## config.mk

```make
export PLATFORM = sky130hd
export DESIGN_NAME = alpu_cache
export DESIGN_NICKNAME = d
export VERILOG_FILES = /design/src/rtl/alpu_cache_pkg.sv /design/src/rtl/alpu_cache_match.sv /design/src/rtl/alpu_cache.sv
export SDC_FILE = /design/constraint.sdc
export NUM_CORES = 1
export LEC_CHECK = 0
export CORE_ASPECT_RATIO = 0.7
export CORE_UTILIZATION = 39
export DETAILED_ROUTE_END_ITERATION = 7
export SLEW_MARGIN = 10
export SYNTH_ARGS = -nofsm -noshare
export SYNTH_HDL_FRONTEND = slang
export SYNTH_SLANG_ARGS = --single-unit
```

## constraint.sdc

```tcl
create_clock -name clk -period 2.4 [get_ports clk]
set_clock_uncertainty 0.05 [all_clocks]
set_input_delay 0.48 -clock clk [delete_from_list [all_inputs] [get_ports clk]]
set_output_delay 0.48 -clock clk [all_outputs]
set_load 0.1 [all_outputs]
```

## src/rtl/alpu_cache_pkg.sv

```systemverilog
// Shared types and helpers for the alpu result cache.
// Entry geometry defaults match the alpu's REG_WIDTH and tag width.
package alpu_cache_pkg;

    localparam int ALPU_REG_WIDTH   = 4;
    localparam int ALPU_TAG_WIDTH   = 5;
    localparam int ALPU_NUM_ENTRIES = 4;
    localparam int ALPU_IDX_WIDTH   = $clog2(ALPU_NUM_ENTRIES);

    typedef struct packed {
        logic                      valid;
        logic [ALPU_TAG_WIDTH-1:0] tag;
        logic [ALPU_REG_WIDTH-1:0] data;
        logic                      cout;
    } alpu_cache_entry_t;

    function automatic logic [ALPU_IDX_WIDTH-1:0] onehot_to_idx(
        input logic [ALPU_NUM_ENTRIES-1:0] oh
    );
        logic [ALPU_IDX_WIDTH-1:0] idx;
        idx = '0;
        for (int i = 0; i < ALPU_NUM_ENTRIES; i++) begin
            if (oh[i]) idx = idx | ALPU_IDX_WIDTH'(i);
        end
        return idx;
    endfunction

    function automatic logic [ALPU_IDX_WIDTH-1:0] first_free_idx(
        input logic [ALPU_NUM_ENTRIES-1:0] valid
    );
        logic [ALPU_IDX_WIDTH-1:0] idx;
        idx = '0;
        for (int i = ALPU_NUM_ENTRIES - 1; i >= 0; i--) begin
            if (!valid[i]) idx = ALPU_IDX_WIDTH'(i);
        end
        return idx;
    endfunction

endpackage

```

## src/rtl/alpu_cache_match.sv

```systemverilog
// Combinational tag compare across all cache entries.
// Produces a one-hot hit vector and an any-hit flag.
module alpu_cache_match #(
    parameter int NUM_ENTRIES = 4,
    parameter int TAG_WIDTH   = 5
) (
    input  logic [NUM_ENTRIES-1:0]                valid_i,
    input  logic [NUM_ENTRIES-1:0][TAG_WIDTH-1:0] tags_i,
    input  logic [TAG_WIDTH-1:0]                  tag_i,
    output logic [NUM_ENTRIES-1:0]                hit_o,
    output logic                                  any_o
);

    always_comb begin
        hit_o = '0;
        for (int i = 0; i < NUM_ENTRIES; i++) begin
            hit_o[i] = valid_i[i] && (tags_i[i] == tag_i);
        end
    end

    assign any_o = |hit_o;

endmodule

```

## src/rtl/alpu_cache.sv

```systemverilog
// Fully-associative result cache beside the alpu: one write port,
// two registered read ports with same-cycle write bypass.
module alpu_cache
    import alpu_cache_pkg::*;
#(
    parameter int REG_WIDTH   = ALPU_REG_WIDTH,
    parameter int TAG_WIDTH   = ALPU_TAG_WIDTH,
    parameter int NUM_ENTRIES = ALPU_NUM_ENTRIES
) (
    input  logic                 clk,
    input  logic                 reset,
    input  logic                 wr_valid_i,
    output logic                 wr_ready_o,
    input  logic [TAG_WIDTH-1:0] wr_tag_i,
    input  logic [REG_WIDTH-1:0] wr_data_i,
    input  logic                 wr_cout_i,
    input  logic                 rd_a_valid_i,
    input  logic [TAG_WIDTH-1:0] rd_a_tag_i,
    output logic                 rd_a_hit_o,
    output logic [REG_WIDTH-1:0] rd_a_data_o,
    output logic                 rd_a_cout_o,
    input  logic                 rd_b_valid_i,
    input  logic [TAG_WIDTH-1:0] rd_b_tag_i,
    output logic                 rd_b_hit_o,
    output logic [REG_WIDTH-1:0] rd_b_data_o,
    output logic                 rd_b_cout_o,
    input  logic                 inval_valid_i,
    input  logic [TAG_WIDTH-1:0] inval_tag_i,
    input  logic                 flush_i
);

    localparam int IW = ALPU_IDX_WIDTH;

    alpu_cache_entry_t ent_q [NUM_ENTRIES];
    alpu_cache_entry_t ent_d [NUM_ENTRIES];
    logic [IW-1:0]     victim_q, victim_d;

    logic                 a_hit_q, a_hit_d, a_cout_q, a_cout_d;
    logic                 b_hit_q, b_hit_d, b_cout_q, b_cout_d;
    logic [REG_WIDTH-1:0] a_data_q, a_data_d, b_data_q, b_data_d;

    logic [NUM_ENTRIES-1:0]                vld;
    logic [NUM_ENTRIES-1:0][TAG_WIDTH-1:0] tags;
    logic [NUM_ENTRIES-1:0] w_hit, a_hit, b_hit;
    logic                   w_any, a_any, b_any;
    logic                   wr_acc, a_byp, b_byp;
    logic [IW-1:0]          wr_idx;

    always_comb begin
        vld  = '0;
        tags = '0;
        for (int i = 0; i < NUM_ENTRIES; i++) begin
            vld[i]  = ent_q[i].valid;
            tags[i] = ent_q[i].tag;
        end
    end

    alpu_cache_match #(.NUM_ENTRIES(NUM_ENTRIES), .TAG_WIDTH(TAG_WIDTH)) u_match_w (
        .valid_i(vld), .tags_i(tags), .tag_i(wr_tag_i),
        .hit_o(w_hit), .any_o(w_any)
    );

    alpu_cache_match #(.NUM_ENTRIES(NUM_ENTRIES), .TAG_WIDTH(TAG_WIDTH)) u_match_a (
        .valid_i(vld), .tags_i(tags), .tag_i(rd_a_tag_i),
        .hit_o(a_hit), .any_o(a_any)
    );

    alpu_cache_match #(.NUM_ENTRIES(NUM_ENTRIES), .TAG_WIDTH(TAG_WIDTH)) u_match_b (
        .valid_i(vld), .tags_i(tags), .tag_i(rd_b_tag_i),
        .hit_o(b_hit), .any_o(b_any)
    );

    assign wr_ready_o = !reset && !flush_i;
    assign wr_acc     = wr_valid_i && wr_ready_o;
    assign a_byp      = wr_acc && (rd_a_tag_i == wr_tag_i);
    assign b_byp      = wr_acc && (rd_b_tag_i == wr_tag_i);

    // Invalidate is applied before the write so a same-tag write wins.
    always_comb begin
        ent_d    = ent_q;
        victim_d = victim_q;
        wr_idx   = '0;
        if (flush_i) begin
            for (int i = 0; i < NUM_ENTRIES; i++) ent_d[i].valid = 1'b0;
            victim_d = '0;
        end else begin
            if (inval_valid_i) begin
                for (int i = 0; i < NUM_ENTRIES; i++) begin
                    if (vld[i] && tags[i] == inval_tag_i) ent_d[i].valid = 1'b0;
                end
            end
            if (wr_acc) begin
                if (w_any) begin
                    wr_idx = onehot_to_idx(w_hit);
                end else if (!(&vld)) begin
                    wr_idx = first_free_idx(vld);
                end else begin
                    wr_idx   = victim_q;
                    victim_d = victim_q + IW'(1);
                end
                ent_d[wr_idx] = '{1'b1, wr_tag_i, wr_data_i, wr_cout_i};
            end
        end
    end

    always_comb begin
        a_hit_d  = rd_a_valid_i && (a_byp || a_any);
        a_data_d = '0;
        a_cout_d = 1'b0;
        if (rd_a_valid_i && a_byp) begin
            a_data_d = wr_data_i;
            a_cout_d = wr_cout_i;
        end else if (rd_a_valid_i && a_any) begin
            a_data_d = ent_q[onehot_to_idx(a_hit)].data;
            a_cout_d = ent_q[onehot_to_idx(a_hit)].cout;
        end
    end

    always_comb begin
        b_hit_d  = rd_b_valid_i && (b_byp || b_any);
        b_data_d = '0;
        b_cout_d = 1'b0;
        if (rd_b_valid_i && b_byp) begin
            b_data_d = wr_data_i;
            b_cout_d = wr_cout_i;
        end else if (rd_b_valid_i && b_any) begin
            b_data_d = ent_q[onehot_to_idx(b_hit)].data;
            b_cout_d = ent_q[onehot_to_idx(b_hit)].cout;
        end
    end

    always_ff @(posedge clk or posedge reset) begin
        if (reset) begin
            for (int i = 0; i < NUM_ENTRIES; i++) ent_q[i] <= '0;
            victim_q <= '0;
            a_hit_q  <= 1'b0;
            a_data_q <= '0;
            a_cout_q <= 1'b0;
            b_hit_q  <= 1'b0;
            b_data_q <= '0;
            b_cout_q <= 1'b0;
        end else begin
            for (int i = 0; i < NUM_ENTRIES; i++) ent_q[i] <= ent_d[i];
            victim_q <= victim_d;
            a_hit_q  <= a_hit_d;
            a_data_q <= a_data_d;
            a_cout_q <= a_cout_d;
            b_hit_q  <= b_hit_d;
            b_data_q <= b_data_d;
            b_cout_q <= b_cout_d;
        end
    end

    assign rd_a_hit_o  = a_hit_q;
    assign rd_a_data_o = a_data_q;
    assign rd_a_cout_o = a_cout_q;
    assign rd_b_hit_o  = b_hit_q;
    assign rd_b_data_o = b_data_q;
    assign rd_b_cout_o = b_cout_q;

`ifndef SYNTHESIS
    logic dup_w;
    always_comb begin
        dup_w = 1'b0;
        for (int i = 0; i < NUM_ENTRIES; i++) begin
            for (int j = i + 1; j < NUM_ENTRIES; j++) begin
                if (vld[i] && vld[j] && tags[i] == tags[j]) dup_w = 1'b1;
            end
        end
    end

    a_one_entry_per_tag: assert property (@(posedge clk) disable iff (reset) !dup_w);
`endif

endmodule

```

Word level (Yosys, flattened, before mapping)
Cells that the tools add are included.

Add/sub/neg operators: 1. $lt $le $gt $ge: 4. Equality and inequality tests: 19. Multiplexer cells: 59. Bitwise gates (word level): 4. Reduce and logical (&&, ||, !) cells: 39.

Operators with widths (count): == test 5 bit (18); binary-select mux 11 bit (select 2 bit) (2); bitwise mux 44 bit (1); 2-to-1 mux 2 bit (22); 2-to-1 mux 44 bit (1); logical AND 1 bit (27); 2-to-1 mux 1 bit (23); demux 11 bit (select 2 bit) (1); 2-to-1 mux 5 bit (4); 2-to-1 mux 4 bit (4); OR reduction 4 bit (3); 2-to-1 mux 11 bit (1); greater-or-equal comparator 3 bit (second input constant) (3); NOT 2 -> 3 bit (3); AND reduction 4 bit (1); nonzero test 2 bit (2); less-than comparator 3 x 1 -> 1 bit (second input constant) (1); AND reduction 3 bit (1); adder 2 x 1 -> 2 bit (second input constant) (1); logical NOT 1 bit (2); logical OR 1 bit (2); inequality test 2 bit (second input constant) (1); AND reduction 2 bit (1); NOT 1 bit (1).

Bits in registers: 58. Bits of input ports: 32. Output and inout port bits: 13. Logic and storage cells: 149.

Longest topological paths before layout
Word-level depth: 16. Mapped depth: 8. Mapped depth without buffers: 6.

Cells and area by module
From an unflattened synthesis, not the netlist that was laid out.

Cells, all modules: 335. Area total of the unflattened synthesis: 3723.6 µm².

Modules (own cells, without submodules): alpu_cache (instances 1, cells each 248, area each 3025.4 µm², sequential area each 1451.4 µm²); alpu_cache_match (instances 3, cells each 29, area each 232.7 µm², sequential area each 0.0 µm²).

Worst setup path after synthesis
Ideal clock, no wire load.

Kind: input-to-reg. Start: input port wr_tag_i[0]. End: register with a tool-made name. Arrival: 2.354 ns. Required time: 2.225 ns. Path slack: -0.129 ns. Stages on the path: 8. Path buffers: 2. Cells stage by stage: buf_4 > xor2_1 > nor4_2 > nand3_1 > a311o_1 > or3_4 > buf_6 > mux2_4.

RTL lines: from (decl) (line alpu_cache.sv:14) `input logic [TAG_WIDTH-1:0] wr_tag_i,`.

==> results.json <==
{
  "clk_pin_slew_ns": 0.05,
  "synth.area.top_cells": "dfrtp_1 38%, xor2_1 11%, xnor2_1 9.8%",
  "netlist_instances": 375,
  "path_cells": "clkdlybuf4s15_1 -> buf_6 -> xor2_1 -> nor4_1 -> and3_2 -> nand3b_1 -> buf_4 -> or3_4 -> mux2_4",
  "routabilityCongestion": 0.948,
  "irDropWorstVdd_uv": 452,
  "clockRootBuffer": "clkbuf_16",
  "gr-usage-all-layers": 0.251,
  "overflow": 0,
  "fin_util": 0.566,
  "wl_per_cell_um": 20.6,
  "maxCapViolations": 0,
  "grt_max_degree": 35,
  "die_w_um": 121,
  "insertion_delay_ns": 0.33,
  "cp.required_ns": 2.56,
  "io_pins": 45,
  "grt_pass1_wl_mm": 18.8,
  "power.total_mw": 3.07,
  "start_util": 0.413,
  "yosysWarnings": 0,
  "synth_top_cell_by_area": "dfrtp_1",
  "avgSynthCellArea_um2": 10.3,
  "portBuffers": 44,
  "drtIter0Drc": 306,
  "finalHoldWorstSlack_ns": 0.472,
  "synth-seq-area-share": 0.377,
  "crit_type": "in2reg",
  "synth-seq-cells": 58,
  "ys_types": 49,
  "power.leakage_nw": 2.44,
  "timing.slew.headroom": 0.727,
  "ant_nets": 0,
  "ctsHtreeMaxLevel": 3,
  "synth_nets": 407,
  "rows": 29,
  "wl_mm": 12.2,
  "final_layout_size_suffix_gt1_frac": 0.365,
  "period_needed_ns": 2.38,
  "hold_viol_final": 0,
  "endpoint_kind": "flop",
  "crit_slowest_cell": "or3_4",
  "status": "complete, no violations",
  "startpoint": "wr_tag_i[2]",
  "synthArstFlopShare": 1.00,
  "cts_inserted_buffers": 9,
  "start_kind": "input port",
  "ff2ff_setup_slack_ns": 0.04,
  "insertedDiodeCount": 0,
  "max_stage_delay_ns": 0.44,
  "timing.final.crit_share": 0.991,
  "fmax_mhz": 421,
  "ys.flop_type": "dfrtp_1",
  "fp.dieH_um": 85.2,
  "syn-cell-area_um2": 3850,
  "tightest_slew_ns": 0.408,
  "nets": 497,
  "area_growth_pct": 37.1,
  "grt_pass1_vias": 3294,
  "yosysMostFrequentCell": "dfrtp_1",
  "crit_path_max_fanout": 6,
  "first_pass_iters": 5,
  "synth_edf_count": 0,
  "hold_path.class": "reg2reg",
  "cts.sinks": 58,
  "core_um2": 9330,
  "dieArea_um2": 10300,
  "clock_path_buffers": 2,
  "vias_per_cell": 5.47,
  "antenna_found_initial": 0,
  "powerDensity_nw_per_um2": 581,
  "vias": 3238,
  "synth_common_cells": "58 x dfrtp_1, 47 x xor2_1, 43 x xnor2_1",
  "rsz0062_at_grt": "yes",
  "drc": 0,
  "hpwl_mm": 9.16,
  "r2r_cells": 8,
  "setup_viol": 0,
  "netlist.area_leader.share": 0.377,
  "cp.arrival_ns": 2.54,
  "slew_violations": 0,
  "cts_tree": "built"
}
## layer usage
metal	up-vias	GRT usage	share of wire
met5	-	0	0
met4	0	0.0606	0.016
met3	20	0.0652	0.070
met2	142	0.347	0.40
met1	1605	0.385	0.51
li1	1471	-	-
## area by class of cell
cell class / count / area (µm²)
timing repair buffer: 125 / 1090
fill: 772 / 4040
clock inverter: 2 / 12.5
tap: 124 / 155
clock buffer: 12 / 267
sequential: 58 / 1450
multi-input combinational: 264 / 2280
inverter: 7 / 26.3
## kinds of logic (layout without fill, tap and decap cells)
| logic type | count (synthesis) | count (layout) | synth area share |
|---|---|---|---|
| flip-flops | 58 | 58 | 0.377 |
| AND/OR/NAND/NOR | 76 | 77 | 0.115 |
| XOR/XNOR | 90 | 90 | 0.205 |
| AO/OA/AOI/OAI | 46 | 46 | 0.0870 |
| multiplexers | 51 | 51 | 0.156 |
| buffers and inverters | 54 | 146 | 0.0614 |
## power breakdown
group,internal [mW],switching [mW],leakage [nW],total [mW]
sequential,1.06,0.0765,0.779,1.13
clock,0.768,0.436,0.137,1.20
combinational,0.381,0.352,1.52,0.733
total,2.21,0.865,2.44,3.07
## repair_timing
item,4_1_cts,5_1_grt
gates resized for setup,15,28
pin swaps,6,11
setup endpoints to repair,45,49
hold buffers,0,0
buffers inserted,2,1
cloned,1,1
## cells in the final DEF (no fill, tap or decap), drive strengths merged, types with 6 or more instances in the layout
cell and instances:
a21oi 8, buf 93, clkbuf 15, clkdlybuf4s50 24, dfrtp 58, inv 7, mux2 45, mux2i 6
nand2 13, nand3 8, nand4 8, nor2 7, nor4 12, o21ai 8, xnor2 43, xor2 47
## stage by stage
| stage | setup TNS [ns] | setup slack (ns) | instance area [µm²] | std cells |
|---|---|---|---|---|
| floorplan | -0.828 | -0.0744 | 3880 | 375 |
| global placement | -27.34 | -0.669 | 4840 | 573 |
| detailed placement | -28.80 | -0.673 | 4840 | 573 |
| CTS | -0.0330 | -0.0101 | 5170 | 590 |
| global route | -0.260 | -0.0456 | 5280 | 592 |
| finish | 0 | 0.0228 | 5280 | 592 |
## worst min-delay path by stage
stage	from	end	slack, ns	cells after the start
3_5_place_dp	flop	flop	0.46	1
5_1_grt	flop	flop	0.50	1
2_1_floorplan	flop	flop	0.43	1
3_3_place_gp	flop	flop	0.46	1
6_report	flop	flop	0.47	1
4_1_cts	flop	flop	0.47	1
## critical path, delay by kind of cell
family                 cells  cell delay (ns)
multiplexers               1             0.32
buffers and inverters      3             0.58
AND/OR/NAND/NOR            4             1.00
XOR/XNOR                   1             0.16
(Power assumes the default switching activity.)
